File: src/rtl/fetch_prefetch_queue.sv
// Instruction prefetch queue: issues word-aligned fetches to instruction memory
// and buffers {instruction, pc} pairs for decode, flushing on execute redirects.
module fetch_prefetch_queue #(
  parameter int          DEPTH    = 4,
  parameter logic [31:0] RESET_PC = 32'h0000_0000
) (
  input  logic        CLK,
  input  logic        RST,
  input  logic        redirect,
  input  logic [31:0] redirect_addr,
  input  logic        stall,
  output logic        mem_req,
  output logic [31:0] mem_addr,
  input  logic        mem_ack,
  input  logic [31:0] mem_rdata,
  output logic        instr_valid,
  output logic [31:0] instr,
  output logic [31:0] instr_pc,
  output logic [31:0] instr_pc_plus4
);

  localparam int AW = $clog2(DEPTH);
  localparam int CW = $clog2(DEPTH + 1);
  localparam logic [CW-1:0] FULL = CW'(DEPTH);

  typedef enum logic [1:0] {
    S_IDLE,
    S_WAIT,
    S_DISCARD
  } state_t;

  state_t          r_state, w_state_next;
  logic [CW-1:0]   r_count, w_count_next;
  logic [AW-1:0]   r_rd_ptr, r_wr_ptr;
  logic [31:0]     r_fetch_pc, w_fetch_pc_next;
  logic [31:0]     r_mem_addr, w_mem_addr_next;
  logic            r_mem_req;
  logic [31:0]     r_instr_mem [DEPTH];
  logic [31:0]     r_pc_mem    [DEPTH];
  logic            w_push, w_pop;
  logic [31:0]     w_redirect_pc;

  // NOTE: every signal driven here gets a default first, so no path leaves it
  // unassigned and no latch is inferred.
  always_comb begin
    w_redirect_pc   = redirect_addr & 32'hFFFF_FFFC;
    w_pop           = instr_valid && !stall && !redirect;
    w_push          = (r_state == S_WAIT) && mem_ack && !redirect;
    w_state_next    = r_state;
    w_mem_addr_next = r_mem_addr;
    w_fetch_pc_next = redirect ? w_redirect_pc : r_fetch_pc;
    w_count_next    = redirect ? '0 : r_count + CW'(w_push) - CW'(w_pop);

    case (r_state)
      S_IDLE: begin
        // A request is issued only when a free slot is guaranteed for its data.
        if (!redirect && (r_count < FULL)) begin
          w_state_next    = S_WAIT;
          w_mem_addr_next = r_fetch_pc;
        end
      end
      S_WAIT: begin
        if (redirect) begin
          w_state_next = mem_ack ? S_IDLE : S_DISCARD;
        end else if (mem_ack) begin
          w_fetch_pc_next = r_mem_addr + 32'd4;
          if (w_count_next < FULL) w_mem_addr_next = r_mem_addr + 32'd4;
          else                     w_state_next    = S_IDLE;
        end
      end
      S_DISCARD: begin
        if (mem_ack) w_state_next = S_IDLE;
      end
      default: w_state_next = S_IDLE;
    endcase
  end

  // NOTE: sequential state uses non-blocking assignments so every register
  // samples the pre-edge values computed above, independent of statement order.
  always_ff @(posedge CLK) begin
    if (RST) begin
      r_state    <= S_IDLE;
      r_count    <= '0;
      r_rd_ptr   <= '0;
      r_wr_ptr   <= '0;
      r_fetch_pc <= RESET_PC;
      r_mem_req  <= 1'b0;
      r_mem_addr <= '0;
    end else begin
      r_state    <= w_state_next;
      r_count    <= w_count_next;
      r_fetch_pc <= w_fetch_pc_next;
      r_mem_addr <= w_mem_addr_next;
      r_mem_req  <= (w_state_next != S_IDLE);
      if (redirect) begin
        r_rd_ptr <= r_wr_ptr;
      end else begin
        if (w_push) r_wr_ptr <= r_wr_ptr + AW'(1);
        if (w_pop)  r_rd_ptr <= r_rd_ptr + AW'(1);
      end
    end
  end

  // NOTE: the storage array is not reset; an entry is only read after it has
  // been written, and outputs are masked to zero while the queue is empty.
  always_ff @(posedge CLK) begin
    if (!RST && w_push) begin
      r_instr_mem[r_wr_ptr] <= mem_rdata;
      r_pc_mem[r_wr_ptr]    <= r_mem_addr;
    end
  end

  assign mem_req        = r_mem_req;
  assign mem_addr       = r_mem_addr;
  assign instr_valid    = (r_count != '0);
  assign instr          = instr_valid ? r_instr_mem[r_rd_ptr] : 32'd0;
  assign instr_pc       = instr_valid ? r_pc_mem[r_rd_ptr] : 32'd0;
  assign instr_pc_plus4 = instr_valid ? r_pc_mem[r_rd_ptr] + 32'd4 : 32'd0;

endmodule

File: config.mk
export PLATFORM = sky130hd
export DESIGN_NAME = fetch_prefetch_queue
export DESIGN_NICKNAME = d
export VERILOG_FILES = /design/src/rtl/fetch_prefetch_queue.sv
export SDC_FILE = /design/constraint.sdc
export NUM_CORES = 1
export LEC_CHECK = 0
export CAP_MARGIN = 40
export CORE_MARGIN = 1.5
export CORE_UTILIZATION = 45
export DETAILED_ROUTE_END_ITERATION = 10
export GPL_ROUTABILITY_DRIVEN = 0
export PLACE_DENSITY_LB_ADDON = 0.08
export SYNTH_ARGS = -nofsm -noshare
export SYNTH_HDL_FRONTEND = slang
export SYNTH_SLANG_ARGS = --single-unit
File: constraint.sdc
create_clock -name CLK -period 7.7 [get_ports CLK]
set_input_delay 1.54 -clock CLK [delete_from_list [all_inputs] [get_ports CLK]]
set_output_delay 1.54 -clock CLK [all_outputs]
set_load 0.01 [all_outputs]
==> metrics <==
Crit. End Element=primary output; GRT Total Usage=21.0%; Mean Syn Cell Area=13.6 µm²; largest net degree at the start of global routing=63; CTS Sinks=332; Hold Startpoint=r_fetch_pc[0]; P_leak=5.94 nW; Place WS=2.24 ns; Worst Setup Path Type=flip-flop to primary output; CP max stage cell=dfxtp_4; Net Sw Frac=21.5%; VDD IR max=121 µV; register area=9220 µm²; WP data arrival=4.33 ns; reg2reg setup slack=3.97 ns; clk_skew=0.0138 ns; Max Fclk=0.170 GHz; Final nets=1,354; fin crit share=76.3%; worst-path cell chain=buf_12 -> buf_4 -> mux4_2 -> nand3_2 -> or4_4 -> or4_1 -> a21oi_1 -> clkdlybuf4s50_1; die area=33,800 µm²; Slew headroom=47.3%; Slew Limit Fails=0; Worst-Skew Late Latency=0.51 ns; Yosys reg bits=332; HP Class=flip-flop to flip-flop; Post-Syn Instances=1,086; YS warnings=0; CTS tree=built; endpoints failing setup=0; cts repair resizes=0; sw power=0.839 mW; total negative slack=0 ns; outcome=completed; clock tree buffer depth=3; post-synth top area share=52.2%; multi-input logic area=5160 µm²; clock power share=41.9%; CP peak stage delay=0.72 ns; PortBufs=196; Worst setup SP type=flip-flop; cell taking the most area after synthesis=edfxtp_1; H-tree lvl count=2; Yosys cell types=62; via count=9,665; pwr/cell area=213 nW/µm²; ANT nets after route=0; Non-Filler Instances=1,741; post-synth net total=1,164; initial antenna violation count=0; num ports=199; initial core utilization=45.5%; Final Hold Vio Count=0; Hold Path Sink=r_fetch_pc[0]; routed wire length=35,200 µm; dpl cells=1,680; layout cells sized above 1=13.0%; CTS buffer count=36; Worst-Margin Slew=0.789 ns; Core Area=32,400 µm²; synthesized area=14,700 µm²; Worst R2R End=mem_addr[23]; clock slew at reported path FFs=0.06 ns; Gate power share=7.2%; critical path fanouts, max=28; worst hold path depth=2; worst reg2reg startpoint=r_state[0]; Die X=184 µm; vias in the first global route=9,471; Reg power frac=50.9%; wire per inst=20.2 µm; die height=184 µm; min Tclk post-route=5.87 ns; Max-Cap Viols=0; Post-synth EDFFs=256; post-CTS setup buffer count=0; DRC viols=0; row count=66; 1st-iter DRT viols=667; post-synthesis sequential area ratio=62.5%; Reg2Reg Depth=12; hold_buf cts=0; Synth area leaders=edfxtp_1 52%, dfxtp_1 10%, mux4_2 9.3%; fill count=2,705; Req. time, crit path=6.16 ns; Avg Vias per Cell=5.55; total grt overflow=0; detailed placer's ending HPWL=22,900 µm; Root Buffer=clkbuf_16; # diodes=0; Primary FF master, synth=edfxtp_1; Area Growth Syn to Fin=24.6%; final hold slack=0.459 ns; first-pass GRT wire length=54,200 µm; Pint=3.06 mW; DR pass1 iterations=5; fin worst setup slack=1.83 ns; RSZ-0062 raised after global routing=no; post-synthesis async set-or-reset flop share=0%
-- worst max path at each step --
stage,from,endpoint,slack [ns]
floorplan,redirect,mem_addr[31],3.03
global placement,flip-flop,instr_pc_plus4[30],2.03
detailed placement,flip-flop,instr_pc_plus4[25],2.24
CTS,flip-flop,instr_pc_plus4[25],1.70
global route,flip-flop,instr_pc_plus4[25],1.51
finish,flip-flop,instr_pc_plus4[25],1.83
-- critical path: cells and delay by family, from the launching register on --
| family | cells | cell delay [ns] |
|---|---|---|
| muxes | 1 | 0.36 |
| DFF | 1 | 0.72 |
| buffers and inverters | 3 | 1.25 |
| and+or+nand+nor | 3 | 1.27 |
| AOI/OAI and AO/OA | 1 | 0.20 |
-- cells in the mapped netlist (3+ instances only) --
master / count
a31oi_1: 10
nor3_1: 13
a22o_1: 9
xnor2_1: 24
buf_2: 7
buf_4: 4
buf_1: 6
o31ai_1: 10
nor4_1: 10
nand2b_1: 4
a22oi_1: 7
nor2b_1: 8
mux2i_1: 10
o21ai_0: 32
nor3b_1: 3
a32oi_1: 5
dfxtp_1: 76
mux4_2: 61
o31a_1: 5
nand4_1: 20
and3_1: 12
clkbuf_1: 51
nor2_1: 82
mux4_1: 3
mux2_2: 9
a2bb2oi_1: 4
a21oi_1: 46
nand3_1: 28
ha_1: 8
a211o_1: 8
a211oi_1: 13
edfxtp_1: 256
and4_1: 4
or3_1: 9
or2_2: 4
nand2_1: 77
and2_1: 68
o41ai_1: 3
inv_1: 22
or4_1: 7
xor2_1: 11
o32ai_1: 10
-- sequential cells by signal (all words and copies together), names as in the netlist, named ones only --
name / flops
mem_addr: 32
r_fetch_pc: 32
r_count: 3
r_wr_ptr: 2
r_state: 2
mem_req: 1
r_rd_ptr: 2
r_instr_mem: 128
r_pc_mem: 128
-- metal layers --
metal | GRT usage, % | up-vias | part of all wire, %
met4 | 5.93 | 0 | 1.9
met3 | 3.03 | 48 | 5.1
met5 | 0 | - | 0
met1 | 29.3 | 4799 | 45
li1 | - | 4536 | -
met2 | 34.5 | 282 | 48
-- metrics by stage --
stage          area (µm²)  power (mW)  util (%)
2_1_floorplan       14700        2.18         -
3_3_place_gp        17100        2.30      52.8
3_5_place_dp        17200        2.31      53.3
4_1_cts             18400        3.94      56.7
5_1_grt             18400        4.04      56.7
6_report            18400        3.90      56.7
-- placed cells by master (no fill, tap or decap), types with 9 or more instances in the layout --
master	netlist	layout
a211oi_1	13	13
a21oi_1	46	46
a22o_1	9	9
a31oi_1	10	10
and2_1	68	68
buf_4	4	20
clkbuf_16	0	37
clkdlybuf4s50_1	0	194
dfxtp_1	76	74
edfxtp_1	256	256
inv_1	22	21
mux2_2	9	9
mux2i_1	10	10
mux4_2	61	61
nand2_1	77	77
nand3_1	28	28
nand4_1	20	20
nor2_1	82	82
nor3_1	13	12
nor4_1	10	10
o21ai_0	32	32
o31ai_1	10	10
o32ai_1	10	9
or3_1	9	9
xnor2_1	24	24
xor2_1	11	11
-- power by group through the flow --
stage	Combinational [mW]	Sequential, mW	Clock, mW
floorplan	0.170	2.01	0
global placement	0.273	2.03	0
detailed placement	0.284	2.02	0
CTS	0.285	1.99	1.67
global route	0.308	1.99	1.74
finish	0.282	1.99	1.63
-- logic make-up (layout without fill, tap and decap cells) --
group                    Yosys count  count (layout)  synth area share [%]
AO/OA/AOI/OAI                    174             174                  7.89
XOR/XNOR                          36              36                  2.24
adder cells (fa/ha/maj)            9               9                 0.815
buffers and inverters             93             306                  2.74
flip-flops                       332             332                  62.5
multiplexers                      83              83                  11.2
AND/OR/NAND/NOR                  359             359                  12.6
-- final cells by class --
cell class              count  area share [%]
flip-flops and latches    332            50.2
multi-input cells         661            28.1
repair buffers            223            12.2
clock buffers              47            5.41
well taps                 442            3.01
clock inverters            14           0.647
inverters                  22           0.450
Power figures use the tool's default switching activity.
